--- src/rtl/mem_bus_arbiter_pkg.sv ---
// Shared encodings for the CPU/external memory arbiter: owners, FSM states, access sizes,
// and the data returned to the owner when a memory access is aborted.
package mem_bus_arbiter_pkg;

    typedef enum logic [1:0] {
        OWN_IR  = 2'd0,
        OWN_DR  = 2'd1,
        OWN_DW  = 2'd2,
        OWN_EXT = 2'd3
    } owner_t;

    typedef enum logic [1:0] {
        ST_IDLE = 2'd0,
        ST_BUSY = 2'd1,
        ST_RESP = 2'd2
    } state_t;

    localparam logic [1:0]  SIZE_BYTE    = 2'b00;
    localparam logic [1:0]  SIZE_HALF    = 2'b01;
    localparam logic [1:0]  SIZE_WORD    = 2'b10;
    localparam logic [31:0] TIMEOUT_FILL = 32'hDEAD_BEEF;

    // Word wins when both size strobes are set.
    function automatic logic [1:0] size_enc(input logic w, input logic hw);
        if (w) return SIZE_WORD;
        if (hw) return SIZE_HALF;
        return SIZE_BYTE;
    endfunction

endpackage

--- src/rtl/mem_bus_arbiter_if.sv ---
// Bus bundle between the CPU request bus, the external loader port and the memory controller.
// slave = arbiter view, master = environment (CPU, loader and memory) view.
interface mem_bus_arbiter_if;
    logic        i_read_req;
    logic        i_read_w;
    logic        i_read_hw;
    logic [31:0] i_read_adr;
    logic        d_read_req;
    logic        d_read_w;
    logic        d_read_hw;
    logic [31:0] d_read_adr;
    logic        d_write_req;
    logic        d_write_w;
    logic        d_write_hw;
    logic [31:0] d_write_adr;
    logic [31:0] d_write_data;
    logic        read_valid;
    logic [31:0] read_data;
    logic        write_finish;
    logic        ext_req;
    logic        ext_we;
    logic [31:0] ext_adr;
    logic [31:0] ext_wdata;
    logic        ext_ack;
    logic [31:0] ext_rdata;
    logic        mem_req;
    logic        mem_we;
    logic [1:0]  mem_size;
    logic [31:0] mem_adr;
    logic [31:0] mem_wdata;
    logic        mem_ack;
    logic [31:0] mem_rdata;
    logic        bus_err;

    modport slave (
        input  i_read_req, i_read_w, i_read_hw, i_read_adr,
        input  d_read_req, d_read_w, d_read_hw, d_read_adr,
        input  d_write_req, d_write_w, d_write_hw, d_write_adr, d_write_data,
        output read_valid, read_data, write_finish,
        input  ext_req, ext_we, ext_adr, ext_wdata,
        output ext_ack, ext_rdata,
        output mem_req, mem_we, mem_size, mem_adr, mem_wdata,
        input  mem_ack, mem_rdata,
        output bus_err
    );

    modport master (
        output i_read_req, i_read_w, i_read_hw, i_read_adr,
        output d_read_req, d_read_w, d_read_hw, d_read_adr,
        output d_write_req, d_write_w, d_write_hw, d_write_adr, d_write_data,
        input  read_valid, read_data, write_finish,
        output ext_req, ext_we, ext_adr, ext_wdata,
        input  ext_ack, ext_rdata,
        input  mem_req, mem_we, mem_size, mem_adr, mem_wdata,
        output mem_ack, mem_rdata,
        input  bus_err
    );
endinterface

--- src/rtl/mem_arb_rr.sv ---
// Two-way round-robin grant between the CPU side and the external port.
// On a tie the side that did not win last time is granted.
module mem_arb_rr (
    input  logic i_cpu_any,
    input  logic i_ext_req,
    input  logic i_last_ext,
    output logic o_grant_cpu,
    output logic o_grant_ext
);
    assign o_grant_cpu = i_cpu_any && (!i_ext_req || i_last_ext);
    assign o_grant_ext = i_ext_req && (!i_cpu_any || !i_last_ext);
endmodule

--- src/rtl/mem_bus_arbiter.sv ---
// Single-ported memory arbiter between CPU (ifetch/load/store) and external loader, one access at a time.
// Define MEM_TIMEOUT_EN to abort accesses that see no mem_ack within TIMEOUT_CYC cycles (sticky bus_err).
module mem_bus_arbiter
    import mem_bus_arbiter_pkg::*;
#(
    parameter int TIMEOUT_CYC = 255
) (
    input logic              clk,
    input logic              rst_n,
    mem_bus_arbiter_if.slave bus
);
    state_t      r_state;
    owner_t      r_owner;
    logic        r_last_ext;
    logic        r_mem_req;
    logic        r_mem_we;
    logic [1:0]  r_mem_size;
    logic [31:0] r_mem_adr;
    logic [31:0] r_mem_wdata;
    logic        r_read_valid;
    logic [31:0] r_read_data;
    logic        r_write_finish;
    logic        r_ext_ack;
    logic [31:0] r_ext_rdata;

    logic        w_cpu_any;
    logic        w_grant_cpu;
    logic        w_grant_ext;
    logic        w_timeout;
    logic [31:0] w_resp_data;
    owner_t      w_cpu_owner;
    logic        w_cpu_we;
    logic [1:0]  w_cpu_size;
    logic [31:0] w_cpu_adr;
    logic [31:0] w_cpu_wdata;

    assign w_cpu_any = bus.d_write_req || bus.d_read_req || bus.i_read_req;

    // CPU issues one request at a time; fixed order only matters if it ever breaks that rule.
    always_comb begin
        w_cpu_owner = OWN_IR;
        w_cpu_we    = 1'b0;
        w_cpu_size  = size_enc(bus.i_read_w, bus.i_read_hw);
        w_cpu_adr   = bus.i_read_adr;
        w_cpu_wdata = '0;
        if (bus.d_write_req) begin
            w_cpu_owner = OWN_DW;
            w_cpu_we    = 1'b1;
            w_cpu_size  = size_enc(bus.d_write_w, bus.d_write_hw);
            w_cpu_adr   = bus.d_write_adr;
            w_cpu_wdata = bus.d_write_data;
        end else if (bus.d_read_req) begin
            w_cpu_owner = OWN_DR;
            w_cpu_size  = size_enc(bus.d_read_w, bus.d_read_hw);
            w_cpu_adr   = bus.d_read_adr;
        end
    end

    mem_arb_rr u_rr (
        .i_cpu_any  (w_cpu_any),
        .i_ext_req  (bus.ext_req),
        .i_last_ext (r_last_ext),
        .o_grant_cpu(w_grant_cpu),
        .o_grant_ext(w_grant_ext)
    );

`ifdef MEM_TIMEOUT_EN
    localparam logic [7:0] TMO_LOAD = 8'(TIMEOUT_CYC - 1);

    logic [7:0] r_tmo_cnt;
    logic       r_bus_err;

    // Down-counter loaded at grant; reaching zero while still BUSY means the memory never answered.
    always_ff @(posedge clk or negedge rst_n) begin
        if (!rst_n) begin
            r_tmo_cnt <= '0;
            r_bus_err <= 1'b0;
        end else begin
            if (r_state == ST_IDLE && (w_grant_cpu || w_grant_ext))
                r_tmo_cnt <= TMO_LOAD;
            else if (r_state == ST_BUSY && r_tmo_cnt != 8'd0)
                r_tmo_cnt <= r_tmo_cnt - 8'd1;
            if (w_timeout)
                r_bus_err <= 1'b1;
        end
    end

    assign w_timeout   = (r_state == ST_BUSY) && !bus.mem_ack && (r_tmo_cnt == 8'd0);
    assign bus.bus_err = r_bus_err;
`else
    assign w_timeout   = 1'b0;
    assign bus.bus_err = 1'b0;
`endif

    assign w_resp_data = bus.mem_ack ? bus.mem_rdata : TIMEOUT_FILL;

    always_ff @(posedge clk or negedge rst_n) begin
        if (!rst_n) begin
            r_state        <= ST_IDLE;
            r_owner        <= OWN_IR;
            r_last_ext     <= 1'b1;
            r_mem_req      <= 1'b0;
            r_mem_we       <= 1'b0;
            r_mem_size     <= '0;
            r_mem_adr      <= '0;
            r_mem_wdata    <= '0;
            r_read_valid   <= 1'b0;
            r_read_data    <= '0;
            r_write_finish <= 1'b0;
            r_ext_ack      <= 1'b0;
            r_ext_rdata    <= '0;
        end else begin
            r_read_valid   <= 1'b0;
            r_write_finish <= 1'b0;
            r_ext_ack      <= 1'b0;
            case (r_state)
                ST_IDLE: begin
                    if (w_grant_cpu || w_grant_ext) begin
                        r_last_ext <= w_grant_ext;
                        r_mem_req  <= 1'b1;
                        r_state    <= ST_BUSY;
                        if (w_grant_ext) begin
                            r_owner     <= OWN_EXT;
                            r_mem_we    <= bus.ext_we;
                            r_mem_size  <= SIZE_WORD;
                            r_mem_adr   <= bus.ext_adr;
                            r_mem_wdata <= bus.ext_wdata;
                        end else begin
                            r_owner     <= w_cpu_owner;
                            r_mem_we    <= w_cpu_we;
                            r_mem_size  <= w_cpu_size;
                            r_mem_adr   <= w_cpu_adr;
                            r_mem_wdata <= w_cpu_wdata;
                        end
                    end
                end
                ST_BUSY: begin
                    if (bus.mem_ack || w_timeout) begin
                        r_mem_req <= 1'b0;
                        r_state   <= ST_RESP;
                        case (r_owner)
                            OWN_IR, OWN_DR: begin
                                r_read_valid <= 1'b1;
                                r_read_data  <= w_resp_data;
                            end
                            OWN_DW: r_write_finish <= 1'b1;
                            default: begin
                                r_ext_ack <= 1'b1;
                                if (!r_mem_we)
                                    r_ext_rdata <= w_resp_data;
                            end
                        endcase
                    end
                end
                ST_RESP: r_state <= ST_IDLE;
                default: r_state <= ST_IDLE;
            endcase
        end
    end

    assign bus.mem_req      = r_mem_req;
    assign bus.mem_we       = r_mem_we;
    assign bus.mem_size     = r_mem_size;
    assign bus.mem_adr      = r_mem_adr;
    assign bus.mem_wdata    = r_mem_wdata;
    assign bus.read_valid   = r_read_valid;
    assign bus.read_data    = r_read_data;
    assign bus.write_finish = r_write_finish;
    assign bus.ext_ack      = r_ext_ack;
    assign bus.ext_rdata    = r_ext_rdata;

endmodule

--- src/flat_wrapper.sv ---
// flat-port wrapper written by rule: the top's interface ports become plain ports
module mem_bus_arbiter_flat import mem_bus_arbiter_pkg::*;
#(
    parameter int TIMEOUT_CYC = 255
)
  (clk, rst_n, bus_i_read_req, bus_i_read_w, bus_i_read_hw, bus_i_read_adr, bus_d_read_req, bus_d_read_w, bus_d_read_hw, bus_d_read_adr, bus_d_write_req, bus_d_write_w, bus_d_write_hw, bus_d_write_adr, bus_d_write_data, bus_read_valid, bus_read_data, bus_write_finish, bus_ext_req, bus_ext_we, bus_ext_adr, bus_ext_wdata, bus_ext_ack, bus_ext_rdata, bus_mem_req, bus_mem_we, bus_mem_size, bus_mem_adr, bus_mem_wdata, bus_mem_ack, bus_mem_rdata, bus_bus_err);
  mem_bus_arbiter_if bus_i ();
  input logic clk;
  input logic rst_n;
  input wire logic [$bits(bus_i.i_read_req)-1:0] bus_i_read_req;
  input wire logic [$bits(bus_i.i_read_w)-1:0] bus_i_read_w;
  input wire logic [$bits(bus_i.i_read_hw)-1:0] bus_i_read_hw;
  input wire logic [$bits(bus_i.i_read_adr)-1:0] bus_i_read_adr;
  input wire logic [$bits(bus_i.d_read_req)-1:0] bus_d_read_req;
  input wire logic [$bits(bus_i.d_read_w)-1:0] bus_d_read_w;
  input wire logic [$bits(bus_i.d_read_hw)-1:0] bus_d_read_hw;
  input wire logic [$bits(bus_i.d_read_adr)-1:0] bus_d_read_adr;
  input wire logic [$bits(bus_i.d_write_req)-1:0] bus_d_write_req;
  input wire logic [$bits(bus_i.d_write_w)-1:0] bus_d_write_w;
  input wire logic [$bits(bus_i.d_write_hw)-1:0] bus_d_write_hw;
  input wire logic [$bits(bus_i.d_write_adr)-1:0] bus_d_write_adr;
  input wire logic [$bits(bus_i.d_write_data)-1:0] bus_d_write_data;
  output wire logic [$bits(bus_i.read_valid)-1:0] bus_read_valid;
  output wire logic [$bits(bus_i.read_data)-1:0] bus_read_data;
  output wire logic [$bits(bus_i.write_finish)-1:0] bus_write_finish;
  input wire logic [$bits(bus_i.ext_req)-1:0] bus_ext_req;
  input wire logic [$bits(bus_i.ext_we)-1:0] bus_ext_we;
  input wire logic [$bits(bus_i.ext_adr)-1:0] bus_ext_adr;
  input wire logic [$bits(bus_i.ext_wdata)-1:0] bus_ext_wdata;
  output wire logic [$bits(bus_i.ext_ack)-1:0] bus_ext_ack;
  output wire logic [$bits(bus_i.ext_rdata)-1:0] bus_ext_rdata;
  output wire logic [$bits(bus_i.mem_req)-1:0] bus_mem_req;
  output wire logic [$bits(bus_i.mem_we)-1:0] bus_mem_we;
  output wire logic [$bits(bus_i.mem_size)-1:0] bus_mem_size;
  output wire logic [$bits(bus_i.mem_adr)-1:0] bus_mem_adr;
  output wire logic [$bits(bus_i.mem_wdata)-1:0] bus_mem_wdata;
  input wire logic [$bits(bus_i.mem_ack)-1:0] bus_mem_ack;
  input wire logic [$bits(bus_i.mem_rdata)-1:0] bus_mem_rdata;
  output wire logic [$bits(bus_i.bus_err)-1:0] bus_bus_err;
  assign bus_i.i_read_req = bus_i_read_req;
  assign bus_i.i_read_w = bus_i_read_w;
  assign bus_i.i_read_hw = bus_i_read_hw;
  assign bus_i.i_read_adr = bus_i_read_adr;
  assign bus_i.d_read_req = bus_d_read_req;
  assign bus_i.d_read_w = bus_d_read_w;
  assign bus_i.d_read_hw = bus_d_read_hw;
  assign bus_i.d_read_adr = bus_d_read_adr;
  assign bus_i.d_write_req = bus_d_write_req;
  assign bus_i.d_write_w = bus_d_write_w;
  assign bus_i.d_write_hw = bus_d_write_hw;
  assign bus_i.d_write_adr = bus_d_write_adr;
  assign bus_i.d_write_data = bus_d_write_data;
  assign bus_read_valid = bus_i.read_valid;
  assign bus_read_data = bus_i.read_data;
  assign bus_write_finish = bus_i.write_finish;
  assign bus_i.ext_req = bus_ext_req;
  assign bus_i.ext_we = bus_ext_we;
  assign bus_i.ext_adr = bus_ext_adr;
  assign bus_i.ext_wdata = bus_ext_wdata;
  assign bus_ext_ack = bus_i.ext_ack;
  assign bus_ext_rdata = bus_i.ext_rdata;
  assign bus_mem_req = bus_i.mem_req;
  assign bus_mem_we = bus_i.mem_we;
  assign bus_mem_size = bus_i.mem_size;
  assign bus_mem_adr = bus_i.mem_adr;
  assign bus_mem_wdata = bus_i.mem_wdata;
  assign bus_i.mem_ack = bus_mem_ack;
  assign bus_i.mem_rdata = bus_mem_rdata;
  assign bus_bus_err = bus_i.bus_err;
  mem_bus_arbiter #(.TIMEOUT_CYC(TIMEOUT_CYC)) u_core (.clk(clk), .rst_n(rst_n), .bus(bus_i));
endmodule
--- config.mk ---
export PLATFORM = sky130hd
export DESIGN_NAME = mem_bus_arbiter_flat
export DESIGN_NICKNAME = d
export VERILOG_FILES = /design/src/rtl/mem_bus_arbiter_pkg.sv /design/src/rtl/mem_bus_arbiter_if.sv /design/src/rtl/mem_arb_rr.sv /design/src/rtl/mem_bus_arbiter.sv /design/src/flat_wrapper.sv
export SDC_FILE = /design/constraint.sdc
export NUM_CORES = 1
export LEC_CHECK = 0
export BUFFER_PORTS_ARGS = -buffer_cell sky130_fd_sc_hd__buf_2
export CAP_MARGIN = 20
export CORE_AREA = 2 2 144 146
export DETAILED_ROUTE_END_ITERATION = 6
export DIE_AREA = 0 0 146 148
export PLACE_DENSITY = 0.6
export SYNTH_ARGS = -nofsm -noshare
export SYNTH_HDL_FRONTEND = slang
export SYNTH_SLANG_ARGS = --single-unit
--- constraint.sdc ---
create_clock -name clk -period 5.2 [get_ports clk]
set_clock_uncertainty 0.15 [all_clocks]
set_input_delay 1.04 -clock clk [delete_from_list [all_inputs] [get_ports clk]]
set_output_delay 1.04 -clock clk [all_outputs]
set_load 0.005 [all_outputs]
After elaboration in Yosys (flattened, before gate mapping) --
Cells that the tools add are included.
Word-level totals: input port bits 238, output and inout port bits 136, register bits after elaboration 140
Operators by class: reductions and logical operators 20, multiplexer cells 55, eq/ne operators 5, bitwise gates (word level) 2
Operator list (number):
- $mux 32 | 5
- $mux 2 | 19
- $mux 1 | 29
- $reduce_and 3->1 | 2
- $logic_or 1x1->1 | 5
- $eq 2x1->1 const B | 2
- $logic_not 2->1 | 2
- $pmux 2 s2 | 1
- $reduce_and 2->1 | 2
- $reduce_and 4->1 | 1
- $logic_not 1->1 | 3
- $reduce_or 3->1 | 1
- $eq 2x2->1 const B | 1
- $logic_and 1x1->1 | 2
- $ne 2x1->1 const B | 1
- $ne 2x2->1 const B | 1
- $not 1->1 | 2
- $pmux 1 s2 | 1
- $reduce_bool 2->1 | 1
- $reduce_or 2->1 | 1

Logic depth before layout (Yosys ltp) --
Gate-level depths: netlist of the first run.
depth after elaboration 11, mapped depth 5, depth with buffers taken out 3

By module --
Synthesis of the first run repeated with hierarchy kept, for this count alone.
Unflattened totals: cells, all modules 554, area total of the unflattened synthesis 6622.6 um2
Modules (own cells, without submodules):
- mem_bus_arbiter | area an instance 6603.8 um2, cells an instance 551, instances 1
- mem_arb_rr | area an instance 18.8 um2, cells an instance 3, instances 1

Worst setup path before layout of the first run --
OpenSTA, ideal clock, no wires.
path kind input port to flip-flop, start input bus_ext_req, end register u_core.r_mem_adr[11], in the netlist u_core.bus.mem_adr[11], required time 4.914 ns, setup slack 2.824 ns, setup time 0.136 ns, arrival time 2.090 ns, stages on the path 5, cells stage by stage or4_4 -> buf_6 -> buf_4 -> a21oi_1 -> a211oi_2
On the way: word-level cells in the longest chain between the ends 5
RTL lines:
- from (decl) | RTL line flat_wrapper.sv:26 | input wire logic [$bits(bus_i.ext_req)-1:0] bus_ext_req;
- $logic_not 1->1 | RTL line mem_arb_rr.sv:10 | assign o_grant_cpu = i_cpu_any && (!i_ext_req || i_last_ext);
- $logic_or 1x1->1 | RTL line mem_arb_rr.sv:10
- $logic_and 1x1->1 | RTL line mem_arb_rr.sv:10
- $logic_or 1x1->1 | RTL line mem_bus_arbiter.sv:118 | if (w_grant_cpu || w_grant_ext) begin
- $reduce_and 2->1 (no source line)
- to (signal assigned) | RTL line mem_bus_arbiter.sv:126 | r_mem_adr <= bus.ext_adr;
- to (signal assigned) | RTL line mem_bus_arbiter.sv:132 | r_mem_adr <= w_cpu_adr;
- to (decl) | RTL line mem_bus_arbiter.sv:18 | logic [31:0] r_mem_adr;
Several ways; a longest one is shown, not always the timed one. A chain may end at the register's enable or synchronous reset.

Worst setup path after layout of the first run --
start input bus_d_read_req, end register u_core.r_mem_adr[0], in the netlist u_core.bus.mem_adr[0]
On the way: word-level cells in the longest chain between the ends 7
RTL lines:
- from (decl) | RTL line flat_wrapper.sv:14 | input wire logic [$bits(bus_i.d_read_req)-1:0] bus_d_read_req;
- $logic_or 1x1->1 (2 in a row) | RTL line mem_bus_arbiter.sv:37 | assign w_cpu_any = bus.d_write_req || bus.d_read_req || bus.i_read_req;
- $logic_not 1->1 | RTL line mem_arb_rr.sv:11 | assign o_grant_ext = i_ext_req && (!i_cpu_any || !i_last_ext);
- $logic_or 1x1->1 | RTL line mem_arb_rr.sv:11
- $logic_and 1x1->1 | RTL line mem_arb_rr.sv:11
- $logic_or 1x1->1 | RTL line mem_bus_arbiter.sv:118
- $reduce_and 2->1 (no source line)
Several ways; a longest one is shown, not always the timed one.

==> results of run 1 <==
## synthesized netlist by cell type, types with 2 or more instances
cell type and number:
buf_6 8, dfrtp_1 139, a21oi_1 33, inv_1 3
a221o_1 20, buf_2 18, clkbuf_1 18, nor2_1 4
mux2i_1 32, a211oi_1 4, nand2b_1 4, buf_4 5
a21boi_1 19, nand2_1 5, o31ai_1 3, mux2_2 94
a211oi_2 29, nor4_1 33, a21boi_0 12, mux2_1 2
a221o_2 12, o21ai_0 4
## area by class of cell
type	count	area, sq um
timing repair buffer	380	1930
fill	1899	10600
multi-input combinational	330	3020
antenna	2	5.00
clock buffer	17	425
clock inverter	15	180
sequential	140	3500
inverter	4	15.0
tap	270	338
## registers in the layout, summed over array words and instances, names as in the netlist, 2 cells and up
name,count
u_core.bus.mem_wdata,32
u_core.r_owner,2
u_core.r_state,2
u_core.bus.mem_adr,32
u_core.bus.ext_rdata,32
u_core.bus.mem_size,2
u_core.bus.read_data,32
## logic make-up after synthesis
family,Yosys count
compound gates,143
buf+inv,54
flops,140
mux,128
other cells,1
simple gates,58
## worst max-delay path by stage
| stage | startpoint | end | slack, ns | cells after the start |
|---|---|---|---|---|
| after floorplan | bus_ext_req | u_core.bus.mem_adr[11] | 2.82 | 5 |
| final | bus_d_read_req | u_core.bus.mem_adr[0] | 1.97 | 4 |
| after global routing | bus_d_read_req | u_core.bus.mem_adr[31] | 1.76 | 4 |
| after CTS | bus_d_read_req | u_core.bus.mem_adr[0] | 1.97 | 4 |
| after global placement | bus_d_read_req | u_core.bus.mem_adr[31] | 1.52 | 4 |
| after detailed placement | bus_d_read_req | u_core.bus.mem_adr[0] | 1.52 | 4 |
## power groups by stage
stage,clock network (uW),registers (uW),logic [uW]
after floorplan,0,1920,1130
after global placement,0,1900,2000
after detailed placement,0,1890,2040
after CTS,1300,1880,2040
after global routing,1340,1950,2190
final,1260,1890,2000
## metal layers
metal  track usage  part of all wire  routed length (um)
met2         0.315              0.48               10100
met4        0.0757             0.020                 418
met3        0.0438             0.064                1360
met5             0           0.00062                  13
met1         0.247              0.43                9160
## tightest hold or removal path, cell delays in order (launching register included)
cell	delay, ns
dfrtp_1	0.34
nand2_1	0.05
nand2_1	0.06
## placed cells by master (no fill, tap or decap), types with 8 or more instances in the layout
cell type  netlist  final
clkbuf_16        0     17
a21boi_1        19     19
mux2i_1         32     32
nor4_1          33     33
buf_2           18    371
a21oi_1         33     33
mux2_2          94     94
a211oi_2        29     29
dfrtp_1        139    139
buf_4            5      8
a21boi_0        12     12
a221o_1         20     20
a221o_2         12     12
## per-stage QoR
step / power [uW] / cells / utilization / setup WS [ns]
after floorplan: 3050 / 524 / - / 2.82
after global placement: 3900 / 1124 / 0.440 / 1.52
after detailed placement: 3930 / 1124 / 0.440 / 1.52
after CTS: 5220 / 1156 / 0.470 / 1.97
after global routing: 5480 / 1158 / 0.470 / 1.76
final: 5140 / 1158 / 0.470 / 1.97
==> summary.md, run 1 <==
| Metric | Value |
|---|---|
| Status | `finished, final reports clean` |
| TritonCTS buffer count | `17` |
| Synth top area cells | `dfrtp_1 (51%), mux2_2 (16%), a211oi_2 (5.3%), mux2i_1 (4.7%), nor4_1 (3.0%)` |
| Global placement routability congestion | `just over 0.8` |
| Synth Warn # | `0` |
| Worst hold slack | `about 0.34 ns` |
| Ys flop type | `dfrtp_1` |
| Sw Pwr | `approximately 1800 uW` |
| Critical setup path kind | `input port to flop` |
| Flops & latches, synth | `between 100 and 150` |
| Slew HR | `0.339` |
| Syn nets | `between 700 and 800` |
| First-pass GRT wire length | `between 30000 and 40000 um` |
| Post-route antenna net violation count | `0` |
| Crit-path max cell delay | `0.80 ns` |
| Cells after Synth | `524` |
| Share of post-route cells with drive strength above 1 | `0.629` |
| WHS Endpoint | `u_core.bus.mem_req` |
| I/O Buffers | `approximately 370` |
| R2r startpoint | `u_core.r_state[0]` |
| Wire per inst | `roughly 18 um` |
| Ports | `374` |
| CTS HTree Levels | `4` |
| R2r worst-path depth | `5` |
| Syn Area/Cell | `around 13 sq um` |
| Vias in the first global route | `roughly 5900` |
| Dpl hpwl | `14900 um` |
| # Post-CTS Setup Buffers | `0` |
| Initial antenna violation count | `3` |
| Total core area | `20000 sq um` |
| # nets final | `approximately 1100` |
| GRT Residual Overflow | `0` |
| Hold wc startpoint | `u_core.bus.mem_req` |
| Period utilization | `0.622` |
| CP cell instances | `buf_2, o31a_2, o211a_4, a211oi_1` |
| Dpl cell area | `~8800 sq um` |
| Max frequency | `309 MHz` |
| Setup TNS | `0 ns` |
| Starting DRC count in detailed routing | `between 200 and 300` |
| Synth Area in XOR/XNOR | `0` |
| Mapped Area | `6820 sq um` |
| Worst-Margin Slew | `~0.99 ns` |
| Clk slew on worst S/H paths | `approximately 0.060 ns` |
| Total Wirelength | `around 21000 um` |
| Latest clock arrival within the worst-skew pair | `between 0.4 and 0.5 ns` |
| Post-synthesis adder-cell area fraction | `0` |
| CTS tree | `built` |
| Worst hold path type | `flop to flop` |
| Leakage Power | `about 0.0045 uW` |
| Max VDD drop | `between 0.2 and 0.25 mV` |
| Core Rows | `52` |
| Synth async-reset ratio | `1.00` |
| Buf+Inv Stages, Crit Path | `1` |
| Worst r2r dst | `u_core.bus.mem_wdata[21]` |
| CP Capture Type | `flop` |
| Synth cell types | `45` |
| Initial Utilization | `0.340` |
| Critical Path RT | `between 5 and 6 ns` |
| Final setup violation count | `0` |
| Flop pwr share | `0.367` |
| Vias/cell | `about 5.0` |
| CP Max Fanout | `40` |
| Post-layout minimum cycle time | `between 3 and 4 ns` |
| Total GRT Usage | `0.192` |
| Clock sink total | `140` |
| R2R setup slack | `2.52 ns` |
| Crit path max-delay family | `compound AO/OA/AOI/OAI gates` |
| Internal Power | `3360 uW` |
| CTS resizes | `0` |
| Largest family of logic cells by synthesized area | `multiplexers` |
| Final hold vios | `0` |
| Simple-gate share of the synthesized area | `0.0530` |
| Final Cell Area | `between 9000 and 10000 sq um` |
| Largest net degree at the start of global routing | `105` |
| Hold buffer count at cts | `0` |
| CP arrival | `approximately 3.4 ns` |
| Comb power frac | `0.389` |
| Maximum clock insertion buffer count | `2` |
| Net Sw Frac | `0.346` |
| Area grow syn2layout | `38.2%` |
| Post-synth top area share | `0.510` |
| Yosys top cell by area | `dfrtp_1` |
| DRT Pass-1 Iters | `4` |
| RSZ-0062 raised after global routing | `no` |
| Post-synthesis sequential area ratio | `0.514` |
| Clk pwr share | `0.244` |
| Mux cell area share after synthesis | `0.206` |
| Critical-path top delay cell | `o31a_2` |
| Synth Area in Compound Gates | `0.182` |
| Hold-critical path depth | `2` |
| Crit start category | `input port` |
| MaxCap Viol Count | `0` |
| Max-slew violations | `0` |
| Post-synth EDFFs | `0` |
| Clock Tree Root | `clkbuf_16` |
| Die area | `21600 sq um` |
| DRC errors left | `0` |
| Die height | `approximately 150 um` |
| Die Span X | `roughly 150 um` |
| Via count of the routed design | `5833` |
| Power Density | `between 500 and 600 nW/um^2` |
Note: power is estimated with default switching activity, not from simulation.
==> inputs of run 2 (changes only) <==
- CORE_AREA: 2 2 144 146 -> 2 2 146 148
- DIE_AREA: 0 0 146 148 -> 0 0 148 150
- PLACE_DENSITY: 0.6 -> 0.58
- clock period: 5.2 -> 3.3 ns (I/O delays scaled with it)
==> run 2 against run 1 <==
- global-route usage rose by 0.16 points
- sequential share of layout area shrank 0.20 points
- critical path depth did not move
- clock power grew 48%
- sequential power grew 58%
- register-to-register slack worse by 1.4 ns
- critical endpoint is now u_core.bus.mem_wdata[18]
==> summary.md, run 2 (same netlist as run 1, synthesis figures left out) <==
| Metric | Value |
|---|---|
| Largest net degree at the start of global routing | `between 60 and 70` |
| Critical-path top delay cell | `or2_2` |
| Post-route antenna net violation count | `0` |
| Vias/cell | `4.98` |
| CP Capture Type | `flop` |
| Worst hold path type | `input port to async pin` |
| Clock Tree Root | `clkbuf_16` |
| R2r startpoint | `u_core.r_state[0]` |
| Post-layout minimum cycle time | `2.18 ns` |
| Most common cell after layout, fill and taps aside | `buf_2` |
| MaxCap Viol Count | `0` |
| Total GRT Usage | `0.193` |
| Crit-path max cell delay | `0.70 ns` |
| Latest clock arrival within the worst-skew pair | `between 0.4 and 0.5 ns` |
| Die Span X | `around 150 um` |
| Clk slew on worst S/H paths | `0.06 ns` |
| Leakage Power | `0.00455 uW` |
| TritonCTS buffer count | `17` |
| Crit start category | `flop` |
| Max VDD drop | `approximately 0.35 mV` |
| Period utilization | `0.660` |
| # Post-CTS Setup Buffers | `0` |
| Maximum clock insertion buffer count | `2` |
| Share of post-route cells with drive strength above 1 | `0.629` |
| DP Worst Slack | `0.781 ns` |
| Via count of the routed design | `slightly below 6000` |
| Worst-Margin Slew | `between 0.8 and 0.9 ns` |
| Crit path max-delay family | `simple AND/OR/NAND/NOR gates` |
| R2r worst-path depth | `4` |
| CP Max Fanout | `38` |
| Slew HR | `0.437` |
| CP arrival | `around 2.3 ns` |
| Most used cells in the layout excluding fill and tap cells | `buf_2 (371), dfrtp_1 (139), mux2_2 (94)` |
| DRC errors left | `0` |
| Hold buffer count at cts | `0` |
| Die area | `about 22000 sq um` |
| Overall power | `between 8000 and 9000 uW` |
| First-pass GRT wire length | `between 30000 and 40000 um` |
| Core Rows | `53` |
| R2R setup slack | `about 1.1 ns` |
| Critical setup path kind | `flop to flop` |
| # nets final | `~1100` |
| Final hold vios | `0` |
| CTS tree | `built` |
| Die height | `about 150 um` |
| Max-slew violations | `0` |
| Buf+Inv Stages, Crit Path | `1` |
| Wire per inst | `around 19 um` |
| Final core utilization | `0.458` |
| Total Wirelength | `roughly 22000 um` |
| Dpl hpwl | `approximately 16000 um` |
| Clock sink total | `140` |
| Final setup violation count | `0` |
| Initial Utilization | `0.329` |
| DRT Pass-1 Iters | `4` |
| Final WS setup | `1.12 ns` |
| Worst r2r dst | `u_core.bus.mem_wdata[18]` |
| Worst hold slack | `between 0.04 and 0.05 ns` |
| I/O Buffers | `approximately 370` |
| Critical Path RT | `3.44 ns` |
| Area grow syn2layout | `38.9%` |
| GRT Residual Overflow | `0` |
| Total core area | `~21000 sq um` |
| Initial antenna violation count | `5` |
| Power Density | `around 850 nW/um^2` |
| Global placement routability congestion | `between 0.8 and 0.9` |
| Ports | `374` |
| RSZ-0062 raised after global routing | `no` |
| Max frequency | `459 MHz` |
| CTS HTree Levels | `4` |
| CTS resizes | `0` |
| Vias in the first global route | `6003` |
| CP cell instances | `or2_2, nor3_4, buf_4, a221o_2` |
| Status | `finished, final reports clean` |
| Setup TNS | `0 ns` |
| Starting DRC count in detailed routing | `between 150 and 200` |
run 2: worst max path at each step:
| stage | slack [ns] | start | to | depth (start not counted) |
|---|---|---|---|---|
| final | 1.12 | u_core.r_state[0] | u_core.bus.mem_wdata[18] | 4 |
| after floorplan | 1.30 | bus_ext_req | u_core.bus.mem_adr[11] | 5 |
| after global routing | 1.03 | u_core.r_state[1] | u_core.bus.ext_rdata[11] | 4 |
| after CTS | 1.14 | u_core.r_state[1] | u_core.bus.ext_rdata[1] | 4 |
| after detailed placement | 0.78 | bus_d_read_req | u_core.bus.mem_adr[31] | 4 |
| after global placement | 0.81 | bus_d_read_req | u_core.bus.mem_adr[30] | 4 |
run 2: layer usage:
metal / vias to the layer above / wire length (um) / GRT usage
met5: - / 13 / 0
met4: 2 / 362 / 0.0695
met3: 24 / 1500 / 0.0485
met2: 251 / 11100 / 0.331
met1: 2823 / 8860 / 0.237
li1: 2737 / - / -
run 2: layout make-up:
cell class	count	area (sq um)
fillers	2011	11200
flip-flops and latches	140	3500
multi-input cells	330	3030
repair buffers	387	1990
clock buffers	19	443
well taps	275	344
clock inverters	13	133
inverters	4	15.0
diodes	4	10.0
run 2: through the flow:
stage / instances / cell area [sq um]
after floorplan: 524 / 6820
final: 1172 / 9470
after global placement: 1136 / 8880
after CTS: 1168 / 9460
after global routing: 1172 / 9470
after detailed placement: 1136 / 8880
run 2: power by group:
group	switching [uW]	leakage, uW	internal, uW	total [uW]
registers	434	0.00167	2540	2980
clock network	796	0.000270	1080	1870
logic	1570	0.00260	1630	3200
total	2800	0.00455	5250	8050
